File: config.mk
export PLATFORM = sky130hd
export DESIGN_NAME = fp_round_pack
export DESIGN_NICKNAME = d
export VERILOG_FILES = /design/src/rtl/fp_round_pack.sv
export SDC_FILE = /design/constraint.sdc
export NUM_CORES = 1
export LEC_CHECK = 0
export ABC_CLOCK_PERIOD_IN_PS = 5000
export CAP_MARGIN = 20
export CORE_MARGIN = 5
export CORE_UTILIZATION = 56
export CTS_BUF_LIST = sky130_fd_sc_hd__clkbuf_4 sky130_fd_sc_hd__clkbuf_8 sky130_fd_sc_hd__clkbuf_16
export CTS_CLUSTER_DIAMETER = 40
export DETAILED_ROUTE_END_ITERATION = 10
export GPL_ROUTABILITY_DRIVEN = 0
export HOLD_SLACK_MARGIN = 0.05
export PLACE_DENSITY = 0.83
export REMOVE_ABC_BUFFERS = 1
export SYNTH_ARGS = -nofsm -noshare
export SYNTH_HDL_FRONTEND = slang
export SYNTH_SLANG_ARGS = --single-unit
File: constraint.sdc
create_clock -name clk -period 5 [get_ports clk]
set_input_delay 1 -clock clk [delete_from_list [all_inputs] [get_ports clk]]
set_output_delay 1 -clock clk [all_outputs]
set_load 0.02 [all_outputs]
File: src/rtl/fp_round_pack.sv
// rtl/fp_round_pack.sv - round-half-up, renormalise and pack {S,E,F} into a 2-entry output queue
module fp_round_pack #(
  parameter int SAT_CNT_W = 8
) (
  input  logic                 clk,
  input  logic                 rst,
  input  logic                 in_valid,
  output logic                 in_ready,
  input  logic                 sign,
  input  logic [2:0]           exponent,
  input  logic [3:0]           significand,
  input  logic                 round_bit,
  output logic                 out_valid,
  input  logic                 out_ready,
  output logic [7:0]           fp_out,
  output logic                 fp_sat,
  output logic [SAT_CNT_W-1:0] sat_count
);

  typedef enum logic [1:0] {
    EMPTY = 2'd0,
    ONE   = 2'd1,
    FULL  = 2'd2
  } state_t;

  state_t     state_q, state_d;
  logic       rd_ptr, wr_ptr, rd_next;
  logic [8:0] mem [2];
  logic [8:0] head_q, head_d;
  logic [8:0] new_entry;
  logic [3:0] f_rnd;
  logic [2:0] e_rnd;
  logic       sat_rnd;
  logic       push, pop;

  assign push = in_valid && in_ready;
  assign pop  = out_valid && out_ready;

  // Carry out of an all-ones significand renormalises to 1.000 with exponent+1,
  // unless the exponent is already at its ceiling, where we clamp instead.
  always_comb begin
    f_rnd   = significand;
    e_rnd   = exponent;
    sat_rnd = 1'b0;
    if (round_bit) begin
      if (significand != 4'hf) begin
        f_rnd = significand + 4'd1;
      end else if (exponent != 3'd7) begin
        f_rnd = 4'h8;
        e_rnd = exponent + 3'd1;
      end else begin
        sat_rnd = 1'b1;
      end
    end
  end

  assign new_entry = {sat_rnd, sign, e_rnd, f_rnd};

  always_ff @(posedge clk) begin
    if (rst) state_q <= EMPTY;
    else     state_q <= state_d;
  end

  always_comb begin
    state_d = state_q;
    case (state_q)
      EMPTY:   if (push) state_d = ONE;
      ONE:     if (push && !pop) state_d = FULL;
               else if (pop && !push) state_d = EMPTY;
      FULL:    if (pop) state_d = ONE;
      default: state_d = EMPTY;
    endcase
  end

  always_comb begin
    in_ready  = (state_q != FULL);
    out_valid = (state_q != EMPTY);
  end

  // Head is registered so it can hold its last value once the queue drains.
  assign rd_next = rd_ptr ^ pop;
  always_comb begin
    head_d = (push && (wr_ptr == rd_next)) ? new_entry : mem[rd_next];
  end

  always_ff @(posedge clk) begin
    if (rst) begin
      rd_ptr    <= 1'b0;
      wr_ptr    <= 1'b0;
      mem[0]    <= 9'd0;
      mem[1]    <= 9'd0;
      head_q    <= 9'd0;
      sat_count <= '0;
    end else begin
      if (push) begin
        mem[wr_ptr] <= new_entry;
        wr_ptr      <= ~wr_ptr;
      end
      if (pop) rd_ptr <= ~rd_ptr;
      if (state_d != EMPTY) head_q <= head_d;
      if (push && sat_rnd && (sat_count != {SAT_CNT_W{1'b1}}))
        sat_count <= sat_count + SAT_CNT_W'(1);
    end
  end

  assign fp_out = head_q[7:0];
  assign fp_sat = head_q[8];

endmodule

# After elaboration in Yosys (flattened, before gate mapping)
# Memory sizes are Yosys's and may differ from the RTL's. A register that Yosys moved wholly into a read port is not among the register bits.
# Index checks and enable logic that the tools add are counted.
[classes]
reduce_logical = 12
bitwise_logic = 3
n_mux = 22
eq_ne = 6
add_sub_neg = 3
[ops]
columns = ["cell", "n"]
rows = [
  ["$mux W4", 3],
  ["$mux W1", 10],
  ["$mux W3", 3],
  ["$mux W9", 1],
  ["$reduce_or A9 Y1", 1],
  ["$add A8 B1 Y8 const B", 1],
  ["$mux W2", 4],
  ["$ne A8 B8 Y1 const B", 1],
  ["$logic_and A1 B1 Y1", 6],
  ["$pmux W2 S3", 1],
  ["$add A4 B1 Y4 const B", 1],
  ["$ne A4 B4 Y1 const B", 1],
  ["$reduce_bool A2 Y1", 2],
  ["$add A3 B1 Y3 const B", 1],
  ["$ne A3 B3 Y1 const B", 1],
  ["$eq A2 B1 Y1 const B", 1],
  ["$eq A2 B2 Y1 const B", 1],
  ["$logic_not A1 Y1", 2],
  ["$logic_not A2 Y1", 1],
  ["$ne A2 B2 Y1 const B", 1],
  ["$not A1 Y1", 2],
  ["$xor A1 B1 Y1", 1],
]
[totals]
reg_bits = 12
ram_bits = 18
output_inout_bits = 19
mem_count = 1
[mem_list]
columns = ["memory", "words", "width", "read_ports", "rd_clocked_by_memory_dff", "wr", "line", "rtl"]
rows = [
  ["mem", 2, 9, 1, 1, 2, "28", "logic [8:0] mem [2];"],
]

# Depth between registers and ports, before layout
# Gate-level depths: netlist of the first run.
[logic_depth]
ltp_word = 8
mapped_depth = 7

# Least setup slack after synthesis of the first run
# OpenSTA, ideal clock, no wires.
[synth_timing]
path_kind = "input port to flip-flop"
start = "input port rst"
end = "memory mem[1][0] (enable)"
required_ps = 4688
arrival_time_ps = 2053
setup_slack_ps = 2634
stages = 5
setup_time_ps = 312
path_cell_list = "clkbuf_1 > and2b_1 > nand3_1 > clkbuf_1 > nand2b_1"
[synth_lines]
columns = ["element", "line", "rtl"]
rows = [
  ["start, declared", "6", "input logic rst,"],
  ["end, declared", "28", ""],
]

==> results.cfg, run 1 <==
[outcome]
status = complete, no violations

[logic_synthesis]
synth.distinct_cells = 41
yosys-top-cells-area = edfxtp_1 28%, dfxtp_1 22%, mux2i_1 10%, nor2_1 6.0%, a22o_1 3.6%
synth_edf_count = 18
syn_avg_cell_area_um2 = 10.8
yosysWarningCount = 0
netlist_area_um2 = 1930
yosys_register_bits = 39
yosysTopAreaCellShare = 0.281
ys.flop_type = dfxtp_1
synth-seq-area-share = 0.499
ys_async_sr_fraction = 0
post-synth-top-area-cell = edfxtp_1
yosysMostFrequentCell = nor2_1
syn-instance-count = 179
synthTopCellsByCount = 31 x nor2_1, 21 x dfxtp_1, 20 x mux2i_1, 18 x edfxtp_1, 9 x nand3_1

[finish]
final_cells = 257
nets = 226
multiInputGateArea_um2 = 910
syn_to_final_growth_pct = 19.6
drive_gt1_frac = 0.0664
fill_cells = 282
diodes = 0
fin_util = 0.690
design_area_um2 = 2300
seq_area_um2 = 961

[sta]
skew_ps = 15.0
setup_viol_count_final = 0
holdWs_ps = 492
timing.final.crit_period_ps = 3040
rsz0062_at_grt = no
fmax_mhz = 329
hold_viol = 0
fin_ws_ps = 1960
fin_setup_tns_ps = 0
min_period_over_period = 0.607
slew_headroom = 0.401
drv_slew = 0
max_slew.worst_pin.slew_ps = 896

[global_route]
grt_busiest_layer = met2
antenna_found_initial = 0
grt_max_degree = 18
grt_use_met1 = 0.234
gr-usage-met2 = 0.347
grt_pass1_vias = 1484
track_usage = 0.200
grt_pass1_wl_mm = 6.78
met3_usage = 0.0567
grt-ovfl-total = 0

[placement]
dpl.hpwl_mm = 2.92
numPortBuffers = 31
pre_cts_ws_ps = 1600
placed_area_um2 = 2250
place_inst = 249

[routing]
avgViaCountPerCell = 5.47
postRouteAntennaNets = 0
wire_per_inst_um = 15.3
routed-via-count = 1407
wirelength_mm = 3.94
post-route-drc-count = 0
drt_iter0_drc = 52
firstDrtPassIters = 4

[clocking]
clk_pin_slew_ps = 110
cts_made_buffers = 5
cts-root-buf = clkbuf_4
cts_tree = yes
clockBufferDepth = 2
ctsHoldBuffers = 0
clkSinkCount = 39
htreeDepth = 2
post_cts_resized = 0
clock_latency_ps = 350
post-cts-setup-buffer-count = 0

[power_and_ir_drop]
p_leak_nw = 0.947
p_total_mw = 0.645
peakVddDrop_mv = 0.164
power_density_nw_per_um2 = 280

[flow_run]
cap_viol_max_count = 0

[critical_path]
cp_cell_sequence = clkdlybuf4s50_1 > and2b_1 > nand3_1 > mux2_4 > mux2i_1 > a22o_1
ff2ff_setup_slack_ps = 2820
crit_fanout = 17
slowest_delay_ps = 710
worst_ep_arrival_time_ps = 3280
slowest_stage = clkdlybuf4s50_1
cp-start-kind = input port
cp.required_ps = 5250
crit_buf_inv = 1
cp_top_family = simple AND/OR/NAND/NOR gates
cp-end-kind = flop
critical_path_class = in2reg

[floorplanning]
die_y_um = 68.6
io-pin-count = 32
dieArea_um2 = 4710
core_um2 = 3340
rows = 21
die_x_um = 68.6
initial_utilization = 0.577

[hold_path]
hold_class = reg2reg
[layout by cell type (no fill, tap or decap), types with 2 or more instances in the layout]
cell type / netlist / layout
clkbuf_4: 0 / 5
ha_1: 3 / 3
nand4_1: 2 / 2
and3_1: 2 / 2
nor4_1: 3 / 3
nor3_1: 3 / 3
a22o_1: 8 / 8
o21ai_0: 3 / 3
nor2_1: 31 / 31
nand3_1: 9 / 9
clkdlybuf4s50_1: 0 / 31
nand2b_1: 3 / 3
mux2i_1: 20 / 20
nor2b_1: 3 / 3
edfxtp_1: 18 / 18
dfxtp_1: 21 / 21
xor2_1: 2 / 2
o21bai_1: 2 / 2
a21oi_1: 3 / 3
nand2_1: 8 / 8
clkinv_2: 0 / 3
inv_1: 3 / 3
xnor2_1: 7 / 7
[cell type report]
cell class | count | area share
Clock buffer | 5 | 0.0163
Clock inverter | 3 | 0.00652
Inverter | 3 | 0.00489
Multi-Input combinational cell | 130 | 0.395
Sequential cell | 39 | 0.417
Tap cell | 46 | 0.0250
Timing Repair Buffer | 31 | 0.135
[flip-flops by register name, summed over array words and instances (netlist names)]
register,cells
head_q,9
state_q,2
mem,18
sat_count,8
rd_ptr,1
wr_ptr,1
[worst paths after layout]
kind | from | depth (start not counted) | to
setup / recovery | rst | 6 | head_q[2]
setup reg to reg | state_q[0] | 5 | head_q[2]
hold reg to reg | head_q[7] | 1 | head_q[7]
hold / removal | head_q[7] | 1 | head_q[7]
[power by group]
group / total (mW) / switching (mW) / internal [mW]
registers: 0.368 / 0.0119 / 0.356
clock network: 0.154 / 0.102 / 0.0524
logic: 0.123 / 0.0642 / 0.0584
[per-layer routing]
| metal | up-vias | wire length (um) |
|---|---|---|
| met1 | 652 | 1720 |
| met4 | 0 | 63 |
| met5 | - | 0 |
| met3 | 7 | 170 |
| li1 | 710 | - |
| met2 | 38 | 1980 |
[logic make-up after synthesis]
group | after synthesis | share of synthesized area
and+or+nand+nor | 70 | 0.181
DFF | 39 | 0.499
AOI/OAI and AO/OA | 26 | 0.105
muxes | 21 | 0.112
xor gates and xnor gates | 10 | 0.0552
buffers and inverters | 10 | 0.0286
adders and majority gates | 3 | 0.0195
No activity file was read; power rests on OpenSTA's default activity.
==> inputs of run 2 (changes only) <==
--- a/config.mk
+++ b/config.mk
@@ -5,16 +5,16 @@
 export SDC_FILE = /design/constraint.sdc
 export NUM_CORES = 1
 export LEC_CHECK = 0
-export ABC_CLOCK_PERIOD_IN_PS = 5000
+export ABC_CLOCK_PERIOD_IN_PS = 2900
 export CAP_MARGIN = 20
 export CORE_MARGIN = 5
-export CORE_UTILIZATION = 56
+export CORE_UTILIZATION = 52
 export CTS_BUF_LIST = sky130_fd_sc_hd__clkbuf_4 sky130_fd_sc_hd__clkbuf_8 sky130_fd_sc_hd__clkbuf_16
 export CTS_CLUSTER_DIAMETER = 40
 export DETAILED_ROUTE_END_ITERATION = 10
 export GPL_ROUTABILITY_DRIVEN = 0
 export HOLD_SLACK_MARGIN = 0.05
-export PLACE_DENSITY = 0.83
+export PLACE_DENSITY = 0.78
 export REMOVE_ABC_BUFFERS = 1
 export SYNTH_ARGS = -nofsm -noshare
 export SYNTH_HDL_FRONTEND = slang
==> constraint.sdc (replaced) <==
create_clock -name clk -period 2.9 [get_ports clk]
set_input_delay 0.58 -clock clk [delete_from_list [all_inputs] [get_ports clk]]
set_output_delay 0.58 -clock clk [all_outputs]
set_load 0.02 [all_outputs]
==> run 2 against run 1 <==
Net effect:
- clock power increased to 3.5 times the previous value
- clock-buffer cell count increased by 1
- critical endpoint is now in_ready
- sequential power increased by 72%
- clock skew decreased by 1.1 ps
- total power increased by 120%
- critical path type is now reg2out
- worst setup slack got worse by 1500 ps
- sequential share of layout area decreased by 2.1 points
- sequential cell count unchanged
==> results.cfg, run 2 (synthesis results as in run 1) <==
[floorplanning]
core_um2 = 3630
die_x_um = 70.9
dieArea_um2 = 5020
rows = 22
io-pin-count = 32
die_y_um = 70.9
initial_utilization = 0.530

[clocking]
post-cts-setup-buffer-count = 0
htreeDepth = 2
clock_latency_ps = 290
clockBufferDepth = 2
ctsHoldBuffers = 0
cts_tree = yes
clk_pin_slew_ps = 80
cts-root-buf = clkbuf_8
clkSinkCount = 39
cts_made_buffers = 5
post_cts_resized = 0

[hold_path]
hold_class = reg2reg

[finish]
largest_reg_flops = 18
top_register = mem
final_cell_mix = 31 x nor2_1, 31 x clkdlybuf4s50_1, 21 x dfxtp_1, 20 x mux2i_1, 18 x edfxtp_1
design_area_um2 = 2430
fin_util = 0.668
nets = 231
drive_gt1_frac = 0.0880
reg_top3 = mem: 18 flops, head_q: 9 flops, sat_count: 8 flops
diodes = 0
syn_to_final_growth_pct = 26.0

[power_and_ir_drop]
power_frac_seq = 0.453
combPwrFrac = 0.160
peakVddDrop_mv = 0.383
p_int_mw = 1.07
netSwitchingPower_mw = 0.326
p_sw_frac = 0.233
p_total_mw = 1.40
power_density_nw_per_um2 = 577
clkPwrFrac = 0.387
p_leak_nw = 1.00

[sta]
fin_ws_ps = 467
fin_setup_tns_ps = 0
setup_viol_count_final = 0
min_period_over_period = 0.839
hold_viol = 0
slew_headroom = 0.535
fmax_mhz = 411
rsz0062_at_grt = no
skew_ps = 13.9
timing.final.crit_period_ps = 2430
drv_slew = 0
max_slew.worst_pin.slew_ps = 698

[placement]
dpl.hpwl_mm = 2.89
pre_cts_ws_ps = 412
placed_area_um2 = 2290
numPortBuffers = 31

[routing]
avgViaCountPerCell = 5.40
post-route-drc-count = 0
drt_iter0_drc = 68
wirelength_mm = 4.03
postRouteAntennaNets = 0
wire_per_inst_um = 15.3
routed-via-count = 1426
firstDrtPassIters = 4

[critical_path]
crit_fanout = 9
worst_ep_arrival_time_ps = 1850
cp.required_ps = 2320
slowest_stage = clkdlybuf4s50_1
slowest_delay_ps = 690
cp_cell_sequence = nand2b_1 > clkdlybuf4s50_1
cp-start-kind = flop
crit_buf_inv = 1
critical_path_class = reg2out
cp-end-kind = output port
cp_top_family = buffers and inverters

[global_route]
grt-ovfl-total = 0
grt_pass1_wl_mm = 6.67
track_usage = 0.170
grt_max_degree = 17
grt_pass1_vias = 1411
antenna_found_initial = 0

[flow_run]
cap_viol_max_count = 0

[outcome]
status = complete, no violations
[run 2: cell types whose count changed in the layout (fill, tap and decap cells not counted), sizes merged]
cell,delta
buf,+5
bufinv,+2
clkbuf,+1
clkinv,-3
[run 2: layout make-up]
| class | count | area [um^2] |
|---|---|---|
| Multi-Input combinational cell | 130 | 910 |
| Timing Repair Buffer | 36 | 348 |
| Sequential cell | 39 | 961 |
| Fill cell | 305 | 1210 |
| Clock inverter | 2 | 60.1 |
| Tap cell | 48 | 60.1 |
| Inverter | 3 | 11.3 |
| Clock buffer | 6 | 76.3 |
[run 2: path summary, 6_finish.rpt]
| kind | cells past startpoint | slack, ps | end | start |
|---|---|---|---|---|
| worst max-delay path | 2 | 470 | in_ready | state_q[0] |
| worst min register to register | 1 | 470 | head_q[7] | head_q[7] |
| worst min-delay path | 1 | 470 | head_q[7] | head_q[7] |
| worst max register to register | 5 | 930 | head_q[6] | state_q[0] |
[run 2: layer usage]
metal	routed length [um]	GRT usage
met4	76	0.0543
met3	204	0.0625
met2	1890	0.267
met5	0	0
met1	1860	0.217
[run 2: power by group through the flow]
stage               registers [mW]  clock network [mW]  logic, mW
floorplan                    0.657                   0      0.118
global placement             0.643                   0      0.217
detailed placement           0.646                   0      0.223
CTS                          0.634               0.549      0.225
global route                 0.638               0.581      0.242
finish                       0.633               0.542      0.224
[run 2: metrics by stage]
| step | std cells | hold slack [ps] |
|---|---|---|
| CTS | 264 | 473 |
| global placement | 256 | 453 |
| global route | 264 | 499 |
| detailed placement | 256 | 454 |
| finish | 264 | 471 |
| floorplan | 172 | 528 |
[run 2: worst register-to-register path, delay by kind of cell, from the launching register on]
kind            cells  cell delay, ps
simple gates        2             640
mux                 2             560
compound gates      1             220
flops               1             440
